==> src/rtl/bounded_ud_counter.sv <==
// bounded_ud_counter
// Up/down counter whose range [LO, HI], step size and boundary behaviour
// (wrap or saturate) are supplied at runtime. Boundary events produce a
// one-cycle TC pulse and set the sticky OVF/UNF flags.
// STEP_W must not exceed WIDTH.

module bounded_ud_counter #(
    parameter int WIDTH  = 8,
    parameter int STEP_W = 4
) (
    input  logic              CLK,
    input  logic              RST,
    input  logic              CLR,
    input  logic              LD,
    input  logic [WIDTH-1:0]  D,
    input  logic              CE,
    input  logic              UD,
    input  logic [STEP_W-1:0] STEP,
    input  logic [WIDTH-1:0]  LO,
    input  logic [WIDTH-1:0]  HI,
    input  logic              MODE,
    output logic [WIDTH-1:0]  Q,
    output logic              TC,
    output logic              OVF,
    output logic              UNF,
    output logic              AT_LO,
    output logic              AT_HI,
    output logic              BAD_BOUNDS
);

    logic [WIDTH-1:0] q_q;
    logic [WIDTH-1:0] q_d;
    logic             tc_q;
    logic             tc_d;
    logic             ovf_q;
    logic             ovf_d;
    logic             unf_q;
    logic             unf_d;

    // Boundary tests are done one bit wider than the count so that
    // Q+STEP and LO+STEP can never alias back into range.
    logic [WIDTH:0]   step_x;
    logic [WIDTH:0]   up_sum;
    logic [WIDTH:0]   lo_plus_step;
    logic             up_fits;
    logic             dn_fits;

    // The plain WIDTH-bit results are only used when the wide test says
    // they stay in range, so their truncation is harmless.
    logic [WIDTH-1:0] q_up;
    logic [WIDTH-1:0] q_dn;

    logic             bad_bounds;
    logic             count_en;

    assign step_x       = (WIDTH+1)'(STEP);
    assign up_sum       = {1'b0, q_q} + step_x;
    assign lo_plus_step = {1'b0, LO} + step_x;
    assign up_fits      = (up_sum <= {1'b0, HI});
    assign dn_fits      = ({1'b0, q_q} >= lo_plus_step);

    assign q_up         = q_q + WIDTH'(STEP);
    assign q_dn         = q_q - WIDTH'(STEP);

    assign bad_bounds   = (LO > HI);
    assign count_en     = CE && !bad_bounds && (STEP != '0);

    // Next-state: CLR beats LD beats counting; TC defaults low so it only
    // pulses on the cycle after a boundary event.
    always_comb begin
        q_d   = q_q;
        tc_d  = 1'b0;
        ovf_d = ovf_q;
        unf_d = unf_q;

        if (CLR) begin
            q_d   = LO;
            ovf_d = 1'b0;
            unf_d = 1'b0;
        end else if (LD) begin
            q_d = D;
        end else if (count_en) begin
            if (UD) begin
                if (up_fits) begin
                    q_d = q_up;
                end else begin
                    q_d   = MODE ? HI : LO;
                    tc_d  = 1'b1;
                    ovf_d = 1'b1;
                end
            end else begin
                if (dn_fits) begin
                    q_d = q_dn;
                end else begin
                    q_d   = MODE ? LO : HI;
                    tc_d  = 1'b1;
                    unf_d = 1'b1;
                end
            end
        end
    end

    // State register with asynchronous reset to zero count and clear flags.
    always_ff @(posedge CLK or posedge RST) begin
        if (RST) begin
            q_q   <= '0;
            tc_q  <= 1'b0;
            ovf_q <= 1'b0;
            unf_q <= 1'b0;
        end else begin
            q_q   <= q_d;
            tc_q  <= tc_d;
            ovf_q <= ovf_d;
            unf_q <= unf_d;
        end
    end

    assign Q          = q_q;
    assign TC         = tc_q;
    assign OVF        = ovf_q;
    assign UNF        = unf_q;
    assign AT_LO      = (q_q == LO);
    assign AT_HI      = (q_q == HI);
    assign BAD_BOUNDS = bad_bounds;

endmodule

==> config.mk <==
export PLATFORM = sky130hd
export DESIGN_NAME = bounded_ud_counter
export DESIGN_NICKNAME = d
export VERILOG_FILES = /design/src/rtl/bounded_ud_counter.sv
export SDC_FILE = /design/constraint.sdc
export NUM_CORES = 1
export LEC_CHECK = 0
export CORE_UTILIZATION = 30
export DETAILED_ROUTE_END_ITERATION = 8
export GPL_TIMING_DRIVEN = 0
export SYNTH_ARGS = -nofsm -noshare
export SYNTH_HDL_FRONTEND = slang
export SYNTH_SLANG_ARGS = --single-unit
==> constraint.sdc <==
create_clock -name CLK -period 4.5 [get_ports CLK]
set_input_delay 1.35 -clock CLK [delete_from_list [all_inputs] [get_ports CLK]]
set_output_delay 1.35 -clock CLK [all_outputs]
set_load 0.02 [all_outputs]
==> metrics.txt, run 1 <==
CP max FO 3; Reg2Reg Depth 12; number of global-route vias before repair 2648; Vias/cell 5.664; grt ovf 0; I/O Buffers 47; peak supply drop 126.5 uV; YS warnings 0; r2r endpoint Q[5]$_DFFE_PP0P_; startpoint types primary input; Slew @ Worst Pin 1273 ps; Clock Pin Slew Worst Setup and Hold Paths around 50 ps; WL final 9200 microns; R2R Setup Slk 750 ps; Hold WC Path Type reg -> reg; Bufs on Longest Clock Path 2; number of H-tree levels 1; clk_lat worst skew 230 ps; Critical Path AT 3050 ps; die area slightly below 9000 sq um; Tcrit/Tclk final 0.9777; Net Sw Power roughly 0.00046 W; Rel. slew slack 0.1406; internal power 0.0005093 W; Net Count, Synth 384; Fmax around 230 MHz; initial antenna violation count 0; Chip Width 93.83 microns; Fin Clk Skew 4.072 ps; Critical Path Start HI[1]; RR Startpoint Q[1]$_DFFE_PP0P_; core area a little over 8000 sq um; row count 33; Placer Congestion 0.9376; crit path capture BAD_BOUNDS; Slew Viols, Final 0; count of state elements after synthesis 11; WP data required 3150 ps; share of cells above drive strength 1 0.1952; Max-Cap Viols 0; crit path kind in -> out; dpl hpwl a little over 7000 microns; syn_area_per_cell slightly above 8 sq um; hold path depth 2; Post-synth ARST share 1.000; top cells by area, synth ha_1 18%, dfrtp_1 11%, xnor2_1 8.7%; Initial Utilization 0.3095; Top FF cell, synth dfrtp_1; Synth top area share 0.1780; setup tns final 0 ps; # clock sinks 11; status finished, final reports clean; Num CTS Buffers 3; Vias 2713; Final Core Density 0.4123; Routed Antenna Nets 0; Total GRT Usage 0.2144; Syn Std Cell Area ~2500 sq um; Vert. Die Dim 93.83 microns; first-pass GRT wire length roughly 14000 microns; sequential-to-total area share from yosys stat 0.1088; Post-CTS Hold Buffers 0; clock power share 0.099; Fin. Hold Viols 0; fillcell total 836; Synth area leader ha_1; Pwr Density 288.3 nW/um^2; min Tclk post-route 4400 ps; Seq pwr share 0.148; Layout Nets 449; Worst Setup End Kind output pin; Yosys cell types 59; Final setup viols 0; largest net degree at the start of global routing 12; power share of the combinational group 0.753; Antenna Cells 0; CTS tree yes; drt pass-1 iters 5; DRT iter0 DRCs approximately 220; number of flops mapped to enable cells by yosys 0; Layout area overhead 33.23%; residual DRC count 0; # IOs 49; Root Buffer clkbuf_8; routed wire length per instance 19.21 microns; cell count after synthesis 310; Pleak 1.412 nW; Sw Share 0.4759
## cell usage after synthesis, types with 4 or more instances
master and count:
a211oi_1 5, a21o_1 5, a21oi_1 10, a31oi_1 5, buf_2 6, clkbuf_1 6, dfrtp_1 11, ha_1 36
inv_1 22, mux2i_1 7, nand2_1 20, nand3_1 6, nand4_1 10, nor2_1 13, nor2b_1 16, nor3_1 6
o211ai_1 6, o21a_1 7, o21ai_0 13, o221ai_1 4, o31a_1 4, o31ai_1 4, o32a_1 4, xnor2_1 25
xor2_1 8
## layer usage
layer,GRT usage,wire [microns],up-vias
li1,-,-,1282
met3,0.01537,512,22
met2,0.3650,4246,123
met4,0.04103,224,0
met1,0.2962,4218,1286
met5,0,0,-
## critical path: stages
cell	delay, ps
dlygate4sd2_1	260
inv_1	110
ha_1	320
nor2b_1	140
o211ai_1	240
a211oi_2	120
or2_1	240
clkdlybuf4s15_2	260
## final cells by class
type,instances,area (sq um),share of cell area
Inverter,22,85.08,0.02524
Clock buffer,4,45.04,0.01336
Multi-Input combinational cell,262,2222,0.6592
Tap cell,105,131.4,0.03898
Sequential cell,11,275.3,0.08166
Buffer,15,75.07,0.02227
Timing Repair Buffer,60,536.8,0.1592
## metrics by stage
stage / worst slack, ps / hold WS, ps / area (sq um) / power, W / std cells
final: 100.2 / 538.4 / 3371 / 0.0009717 / 479
after CTS: 0.8207 / 544.2 / 3269 / 0.0009102 / 473
after detailed placement: -812.4 / 536.1 / 3132 / 0.0007745 / 462
after global routing: -7.006 / 559.3 / 3371 / 0.001042 / 479
after global placement: -792.8 / 533.6 / 3132 / 0.0007652 / 462
after floorplan: 257.0 / 615.8 / 2530 / 0.0005705 / 310
## state kept, by name, summed over array words and instances (netlist names)
| signal | count |
|---|---|
| Q | 8 |
| UNF | 1 |
| OVF | 1 |
| TC | 1 |
## how the worst min path moves through the flow
stage | end | from | slack [ps]
3_3_place_gp | OVF$_DFFE_PP0P_ | OVF$_DFFE_PP0P_ | 530
5_1_grt | OVF$_DFFE_PP0P_ | OVF$_DFFE_PP0P_ | 560
3_5_place_dp | OVF$_DFFE_PP0P_ | OVF$_DFFE_PP0P_ | 540
6_report | OVF$_DFFE_PP0P_ | OVF$_DFFE_PP0P_ | 540
2_1_floorplan | OVF$_DFFE_PP0P_ | OVF$_DFFE_PP0P_ | 620
4_1_cts | OVF$_DFFE_PP0P_ | OVF$_DFFE_PP0P_ | 540
## power groups by stage
stage | clock network (W) | registers [W] | logic, W
2_1_floorplan | 0 | 0.000150 | 0.000420
3_3_place_gp | 0 | 0.000145 | 0.000620
3_5_place_dp | 0 | 0.000146 | 0.000629
4_1_cts | 0.0000994 | 0.000144 | 0.000667
5_1_grt | 0.000105 | 0.000146 | 0.000790
6_report | 0.0000958 | 0.000144 | 0.000732
## cell families after synthesis
logic type                 share of synthesized area
xor gates and xnor gates                      0.1142
muxes                                        0.02770
and+or+nand+nor                               0.1904
AOI/OAI and AO/OA                             0.2948
adders and majority gates                     0.2018
DFF                                           0.1088
buffers and inverters                        0.06231
## layout by cell type, fill, tap and decap left out, drive strengths merged, types with 13 or more instances in the layout
master         count
clkbuf            13
ha                36
inv               22
xnor2             25
nand2             21
buf               26
nor2              13
o21ai             14
clkdlybuf4s50     28
nor2b             16
## timing repair
item | in CTS | in global routing
gates resized for setup | 48 | 35
pin swaps | 10 | 14
setup endpoints to repair | 12 | 12
gates cloned | 0 | 0
setup buffers | 7 | 6
Note: power is estimated with default switching activity, not from simulation.
==> inputs of run 2 (changes only) <==
==> constraint.sdc (replaced) <==
create_clock -name CLK -period 4.5 [get_ports CLK]
set_input_delay 1.35 -clock CLK [delete_from_list [all_inputs] [get_ports CLK]]
set_output_delay 1.35 -clock CLK [all_outputs]
set_load 0.01 [all_outputs]
==> metrics.txt, run 2 (same netlist as run 1, synthesis figures left out) <==
Clock Pin Slew Worst Setup and Hold Paths 50 ps (about the same); # IOs 49 (unchanged); number of H-tree levels 1 (unchanged); Hold Slack 537.6 ps (-0.8080 ps); largest net degree at the start of global routing 12 (unchanged); I/O Buffers 47 (unchanged); Critical Path, Cell by Cell clkbuf_4 > ha_4 > inv_2 > fa_2 > nor2b_1 > o21a_1 > or2_4 > and3_4 > xnor2_2 > ha_1 > and3_1 > nand3_1 > o21a_4 > buf_4 > o311ai_0 > a31oi_1; row count 33 (unchanged); Slew @ Worst Pin 1347 ps (+74.38 ps); dpl hpwl 7053 microns (unchanged); Final Power 0.0009495 W (-2.3%); Layout area overhead 32.15%; most common cell after layout, fill and taps aside ha_1; Routed Antenna Nets 0 (unchanged); Rel. slew slack 0.09033 (-0.05024); Tcrit/Tclk final 0.9845 (+0.006787); Worst Setup End Kind flop; Placer Congestion 0.9376 (unchanged); Slew Viols, Final 0 (unchanged); Vias/cell 5.640 (-0.42%); Initial Utilization 0.3095 (unchanged); status finished, final reports clean; Fin. Hold Viols 0 (unchanged); dpl cell area 3132 sq um (unchanged); post-route cell area 3343 sq um (-0.82%); Total GRT Usage 0.2144 (unchanged); residual DRC count 0 (unchanged); Critical Path AT 4510 ps (+1460 ps); min Tclk post-route 4430 ps (+30.54 ps); share of cells above drive strength 1 0.1877 (-0.007520); Chip Width 93.83 microns (unchanged); fillcell total 835 (-0.12%); initial antenna violation count 0 (unchanged); first-pass GRT wire length 14250 microns (unchanged); Vias 2696 (-0.63%); placed cells 462 (unchanged); Layout Nets 448 (-0.22%); Bufs on Longest Clock Path 2 (unchanged); Antenna Cells 0 (unchanged); Worst path max stage delay 520 ps (+200 ps); Num CTS Buffers 3 (unchanged); Max-Cap Viols 0 (unchanged); # clock sinks 11 (unchanged); max reg flops 8 (unchanged); CP max FO 6 (+3); Final setup viols 0 (unchanged); Fin Clk Skew 3.623 ps (-0.4492 ps); core area 8175 sq um (unchanged); drt pass-1 iters 5 (unchanged); Finished Layout Cells 478 (-0.21%); peak supply drop 127.0 uV (+0.37%); WL final 9103 microns (-1.1%); most frequent cells in the layout 33 x ha_1, 29 x clkdlybuf4s50_1, 24 x xnor2_1, 20 x nand2_1, 16 x nor2b_1; grt ovf 0 (unchanged); routed wire length per instance 19.04 microns (-0.85%); DRT iter0 DRCs 220 (-0.90%); Root Buffer clkbuf_8; Pwr Density 284.0 nW/um^2 (-1.5%); startpoint types primary input; Fmax 225.7 MHz (-0.69%); Pleak 1.379 nW (-2.4%); Vert. Die Dim 93.83 microns (unchanged); number of global-route vias before repair 2648 (unchanged); crit path kind in -> reg; CTS tree yes; Slowest cell on crit path o311ai_0; clk_lat worst skew 230 ps (about the same); die area 8804 sq um (unchanged); Hold WC Path Type reg -> reg; WP data required 4580 ps (+1430 ps)
run 2: worst max-delay path, delay by kind of cell:
kind                       cells  cell delay [ps]
and+or+nand+nor                5              860
AOI/OAI and AO/OA              4             1140
adders and majority gates      3              670
xor gates and xnor gates       1              130
buffers and inverters          3              360
run 2: routing by layer:
| metal | routed length (microns) | GRT usage | up-vias |
|---|---|---|---|
| met5 | 0 | 0 | - |
| met4 | 214 | 0.04103 | 0 |
| met3 | 477 | 0.01537 | 23 |
| met2 | 4192 | 0.3650 | 118 |
| met1 | 4219 | 0.2962 | 1274 |
| li1 | - | - | 1281 |
run 2: where the power goes:
group	switching [W]	leakage (nW)	internal, W	total (W)
Sequential	0.0000315	0.134	0.000113	0.000144
Clock	0.0000346	0.0228	0.0000620	0.0000966
Combinational	0.000379	1.22	0.000329	0.000709
Total	0.000445	1.38	0.000504	0.000949
run 2: path summary, 6_finish.rpt:
path | startpoint | to | slack, ps | depth (start not counted)
worst min register to register | OVF$_DFFE_PP0P_ | OVF$_DFFE_PP0P_ | 540 | 2
worst min-delay path | OVF$_DFFE_PP0P_ | OVF$_DFFE_PP0P_ | 540 | 2
worst max-delay path | STEP[0] | Q[7]$_DFFE_PP0P_ | 70 | 16
worst max register to register | Q[1]$_DFFE_PP0P_ | Q[5]$_DFFE_PP0P_ | 760 | 12
max in group asynchronous | RST | Q[3]$_DFFE_PP0P_ | 2790 | 2
min in group asynchronous | RST | OVF$_DFFE_PP0P_ | 1410 | 2
run 2: what timing repair did:
item,in CTS,in global routing
buffers inserted,7,5
hold buffers,0,0
hold endpoints to repair,0,0
gates resized for setup,47,30
pin swaps,10,13
endpoints found under the setup margin,12,12
run 2: per-stage QoR:
step | utilization | setup TNS, ps | setup slack [ps]
after floorplan | - | 0 | 257.0
after global placement | 0.3831 | -7046 | -792.8
after detailed placement | 0.3831 | -7156 | -798.4
after CTS | 0.3994 | 0 | 0.8207
after global routing | 0.4089 | -5.678 | -5.678
final | 0.4089 | 0 | 69.67
run 2: area by class of cell:
cell class | count | area (sq um) | share of cell area
Buffer | 15 | 77.57 | 0.02320
Clock buffer | 4 | 45.04 | 0.01347
Inverter | 22 | 85.08 | 0.02545
Multi-Input combinational cell | 262 | 2208 | 0.6606
Sequential cell | 11 | 275.3 | 0.08234
Tap cell | 105 | 131.4 | 0.03930
Timing Repair Buffer | 59 | 520.5 | 0.1557
